`src/rtl/arbitru_inmultire.sv`:
```
// arbitru_inmultire: two-requester arbiter sharing one multiplier, tie-break by fixed priority or,
// with ARB_ROUND_ROBIN_EN defined, alternating round-robin
module arbitru_inmultire #(
  parameter int x = 8
) (
  input  logic           clk,
  input  logic           reset,
  input  logic           req0,
  input  logic           req1,
  input  logic [x-1:0]   OpA0,
  input  logic [x-1:0]   OpB0,
  input  logic [x-1:0]   OpA1,
  input  logic [x-1:0]   OpB1,
  output logic           gnt0,
  output logic           gnt1,
  output logic           done0,
  output logic           done1,
  output logic [2*x-1:0] rez,
  output logic           start,
  output logic [x-1:0]   OpA,
  output logic [x-1:0]   OpB,
  input  logic           ready,
  input  logic [2*x-1:0] mul,
  output logic           busy
);
  typedef enum logic [1:0] {IDLE, ISSUE, WAIT, DONE} stateT;
  stateT state;
  logic owner, waitFirst, pick1, grant;
`ifdef ARB_ROUND_ROBIN_EN
  logic favour1;
  assign pick1 = req1 & (~req0 | favour1);
`else
  assign pick1 = req1 & ~req0;
`endif
  // grant is decided in the IDLE cycle itself so the operands are latched on that edge
  assign grant = state == IDLE & (req0 | req1) & ~reset;
  assign gnt0 = grant & ~pick1;
  assign gnt1 = grant & pick1;
  always_ff @(posedge clk) begin
    start <= 1'b0;
    done0 <= 1'b0;
    done1 <= 1'b0;
    if (reset) begin
      state <= IDLE;
      busy <= 1'b0;
      rez <= '0;
      OpA <= '0;
      OpB <= '0;
      owner <= 1'b0;
      waitFirst <= 1'b0;
`ifdef ARB_ROUND_ROBIN_EN
      favour1 <= 1'b0;
`endif
    end else case (state)
      IDLE: if (grant) begin
        state <= ISSUE;
        busy <= 1'b1;
        start <= 1'b1;
        owner <= pick1;
        OpA <= pick1 ? OpA1 : OpA0;
        OpB <= pick1 ? OpB1 : OpB0;
`ifdef ARB_ROUND_ROBIN_EN
        favour1 <= ~pick1;
`endif
      end
      ISSUE: begin
        state <= WAIT;
        waitFirst <= 1'b1;
      end
      // ready seen in the first WAIT cycle may still belong to the previous product
      WAIT: begin
        waitFirst <= 1'b0;
        if (ready & ~waitFirst) begin
          state <= DONE;
          rez <= mul;
          done0 <= ~owner;
          done1 <= owner;
        end
      end
      DONE: begin
        state <= IDLE;
        busy <= 1'b0;
      end
      default: state <= IDLE;
    endcase
  end
endmodule
```
`config.mk`:
```
export PLATFORM = sky130hd
export DESIGN_NAME = arbitru_inmultire
export DESIGN_NICKNAME = d
export VERILOG_FILES = /design/src/rtl/arbitru_inmultire.sv
export SDC_FILE = /design/constraint.sdc
export NUM_CORES = 1
export LEC_CHECK = 0
export BUFFER_PORTS_ARGS = -buffer_cell sky130_fd_sc_hd__clkbuf_2
export CORE_MARGIN = 2
export CORE_UTILIZATION = 45
export CTS_CLUSTER_DIAMETER = 40
export CTS_CLUSTER_SIZE = 40
export DETAILED_ROUTE_END_ITERATION = 6
export GPL_ROUTABILITY_DRIVEN = 0
export GPL_TIMING_DRIVEN = 0
export PLACE_DENSITY = 0.82
export SETUP_SLACK_MARGIN = 0.2
export SYNTH_ARGS = -nofsm -noshare
export SYNTH_HDL_FRONTEND = slang
export SYNTH_SLANG_ARGS = --single-unit
```
`constraint.sdc`:
```
create_clock -name clk -period 4.15 [get_ports clk]
set_input_delay 0.2075 -clock clk [delete_from_list [all_inputs] [get_ports clk]]
set_output_delay 0.2075 -clock clk [all_outputs]
set_load 0.03 [all_outputs]
```
Word level (Yosys, flattened, before mapping):

Index checks and enable logic that the tools add are counted.
Widths: inputs -> output; s select.

* logic and storage cells: 48
* input bits: 53
* bits in registers: 40
* output and inout bits: 38

* reductions and logical operators: 9
* equal/unequal tests: 5
* muxes and demuxes: 9
* bitwise gates (word level): 15

Operators with widths (count)
* $mux 8: 2
* $not 1->1: 8
* $pmux 2 s4: 1
* $reduce_and 2->1: 4
* $and 1x1->1: 6
* $eq 2x2->1 const B: 2
* $mux 2: 2
* $ne 2x2->1 const B: 2
* $pmux 1 s2: 2
* $reduce_bool 2->1: 2
* $reduce_or 3->1: 1
* $eq 2x1->1 const B: 1
* $logic_not 2->1: 1
* $mux 1: 2
* $reduce_or 2->1: 1
* $or 1x1->1: 1

Logic depth before layout (Yosys ltp):

* depth after elaboration: 5
* mapped depth: 7
* gate-level depth less buffers: 5

Least setup slack after synthesis:

OpenSTA, ideal clock, no wires.

* path kind: register to register
* start point: register state[1]
* end point: register OpA[0]
* setup slack: 2.583 ns
* path buffers: 2
* data arrival time: 1.453 ns
* setup time: 0.114 ns
* period minus slack after synthesis: 1.567 ns
* stages on the path, launching flop included: 8
* data required time: 4.036 ns
* cell sequence: dfxtp_1 inv_1 ha_1 and3b_1 buf_6 buf_6 a22o_1 a21o_1

* cells in the longest elaborated chain, start to end: 4

Ends and longest elaborated chain
* start: declaration: line 27 `stateT state;`
* start signal: assignment: line 44 `state <= IDLE;`
* start signal: assignment: line 56 `state <= ISSUE;`
* start signal: assignment: line 67 `state <= WAIT;`
* $logic_not 2->1 *: line 36, 54
* $and 1x1->1 (2 in a row): line 36 `assign grant = state == IDLE & (req0 | req1) & ~reset;`
* $reduce_and 2->1 (no line) *
* end signal: assignment: line 60 `OpA <= pick1 ? OpA1 : OpA0;`
* end: declaration: line 20 `output logic [x-1:0] OpA,`

Every way passes the cells marked *; elsewhere a longest branch is shown, timed or not.
A chain may end at the register's enable or synchronous reset.

Final worst setup path:

* start point: register state[0]
* end point: output port gnt1

* cells in the longest elaborated chain, start to end: 4

Ends and longest elaborated chain
* $logic_not 2->1: line 36
* $and 1x1->1 (2 in a row): line 36
* $and 1x1->1: line 38 `assign gnt1 = grant & pick1;`
* end: declaration: line 15 `output logic gnt1,`

Every way passes these cells.

==> flow_summary.ini <==
[outcome]
status = complete, no violations

[grt]
grt_first_pass_wirelength_mm = 5.53
grt_max_degree = 12
antenna_found_initial = 0
grt_overflow_total = 0
grt_usage_pct = 17.8
grt_pass1_vias = 1281

[detailed_routing]
antenna_left = 0
drt-initial-drc-count = 59
avgViaCountPerCell = 4.79
wirelength_mm = 3.36
drc = 0
dr.pass1.iters = 4
num_vias = 1465
wl_per_cell_um = 11.0

[pwr]
p_leak_nw = 1.14
power_density_nw_per_um2 = 541
ir_drop_mv = 0.286

[timing]
skew_ps = 5.29
tightest_slew_ps = 481
finalSetupViolCount = 0
max_freq_mhz = 461
hold_viol_final = 0
fin_crit_ps = 2170
final.setup.tns_ps = 0
timing.slew.headroom_pct = 68.0
fin_crit_sh_pct = 52.3
rsz0062_at_grt = false
fin_ws_ps = 1980
drv_slew = 0

[worst_setup_path]
worstPathRequired_ps = 3940
worstPathMaxFanout = 10
end_kind = output port
path_class = reg2out
cp-start-kind = flop
max_stage_delay_ps = 340
critPathSlowestCell = dfxtp_1
cp_data_arrival_time_ps = 1960
crit_chain = inv_1, ha_1, nor4bb_1, buf_2, buf_6, clkbuf_2

[finish]
nets = 316
final_util_pct = 63.5
stdcell_count = 306
area_growth_pct = 36.1
drive_above_1_share_pct = 39.2
seq_area_sq_um = 801
diodes = 0
multi_input_area_sq_um = 674
layout_commonest_cell = clkbuf_2
layout_common_cells = clkbuf_2, dfxtp_1, nand2_1
fillers = 297

[placed_design]
numPlacedInstances = 298
pre_cts_ws_ps = 2360
port_buffers = 89
hpwl_mm = 2.58

[logic_synthesis]
yosysTopAreaCell = dfxtp_1
yosysTopAreaCellShare_pct = 51.4
synth_area_per_cell_sq_um = 9.56
synth.distinct_cells = 22
ys.warnings.count = 0
synth_nets = 220
netlist_area_sq_um = 1560
yosysSeqAreaShare_pct = 51.4
synthCells = 163
ys_ff_latch = 40
yosys-top-cells-area = dfxtp_1, a22o_1, a21o_1

[floorplanning]
fp.dieW_um = 62.8
die_area_sq_um = 3950
start_util_pct = 46.7
io_pins = 91
num_rows = 21
core-area_sq_um = 3340
die_h_um = 62.8

[clock_tree]
ctsHoldBuffers = 0
cts_root_buffer = clkbuf_4
cts_tree = yes
clk_latency_ps = 350
cts_made_buffers = 5
cts.clk_slew.worst_paths_ps = 100
cts_buffer_depth = 2
h-tree-depth = 2
cts_resized = 0
cts.sinks = 40
cts_setup_buffers = 0

[worst_hold_path]
hold_path.class = in2reg

[job]
cap_violations = 0
layout make-up:
type                    count  area share [%]
plain buffers              11            3.36
clock buffers               8            2.77
inverters                   3           0.531
multi-input cells         109            31.8
flip-flops and latches     40            37.8
well taps                  46            2.72
repair buffers             89            21.0
final timing paths:
kind	from	slack, ps	cells after the start	endpoint
setup reg to reg	state[0]$_SDFFE_PP0P_	2390	6	rez[15]$_SDFFE_PP0P_
hold reg to reg	rez[5]$_SDFFE_PP0P_	460	2	rez[5]$_SDFFE_PP0P_
setup / recovery	state[0]$_SDFFE_PP0P_	1980	6	gnt1
hold / removal	mul[7]	70	3	rez[7]$_SDFFE_PP0P_
critical path: cells and delay by family, from the launching register on:
kind,cells,cell delay [ps]
simple gates,1,270
buf+inv,4,740
flops,1,340
fa+ha+maj,1,260
per-stage QoR:
step	hold slack (ps)	total power, mW	area [sq um]
after floorplan	307	0.831	1560
after global placement	432	0.954	2060
after detailed placement	437	0.962	2060
after CTS	57.0	1.16	2120
after global routing	63.7	1.22	2120
final	70.4	1.15	2120
synthesized netlist by cell type:
library cell  number
nand3b_1           1
mux2i_1            1
nor4bb_1           1
a22o_1            16
buf_6              3
nor2_1             3
o21ai_0            1
nand2b_1           3
inv_1              3
ha_1               4
a21oi_1           18
buf_2              3
a21o_1            17
buf_4              1
nor3_1             2
dfxtp_1           40
nor3b_1            3
o21a_1             1
and3b_1            2
clkbuf_1           4
a211oi_1           3
nand2_1           33
power breakdown:
group,leakage [nW],internal (mW),switching (mW),total (mW)
clock,0.0326,0.0836,0.116,0.199
combinational,0.777,0.167,0.278,0.446
sequential,0.327,0.463,0.0390,0.502
total,1.14,0.714,0.433,1.15
cell families (layout without fill, tap and decap cells):
family | Yosys count | after routing | synth area share [%]
adder cells (fa/ha/maj) | 4 | 4 | 3.21
AND/OR/NAND/NOR | 48 | 48 | 14.2
AO/OA/AOI/OAI | 56 | 56 | 25.2
multiplexers | 1 | 1 | 0.643
buffers and inverters | 14 | 111 | 5.30
flip-flops | 40 | 40 | 51.4
per-layer routing:
layer  track usage (%)  share of wire, %
met1              20.4                42
met2              29.4                51
met3              3.78               4.5
met4              12.5               2.6
met5                 0                 0
state kept, by name, summed over array words and instances, names as in the netlist:
| signal | count |
|---|---|
| OpA | 8 |
| busy | 1 |
| rez | 16 |
| start | 1 |
| OpB | 8 |
| done1 | 1 |
| owner | 1 |
| waitFirst | 1 |
| state | 2 |
| done0 | 1 |
No activity file was read; power rests on OpenSTA's default activity.
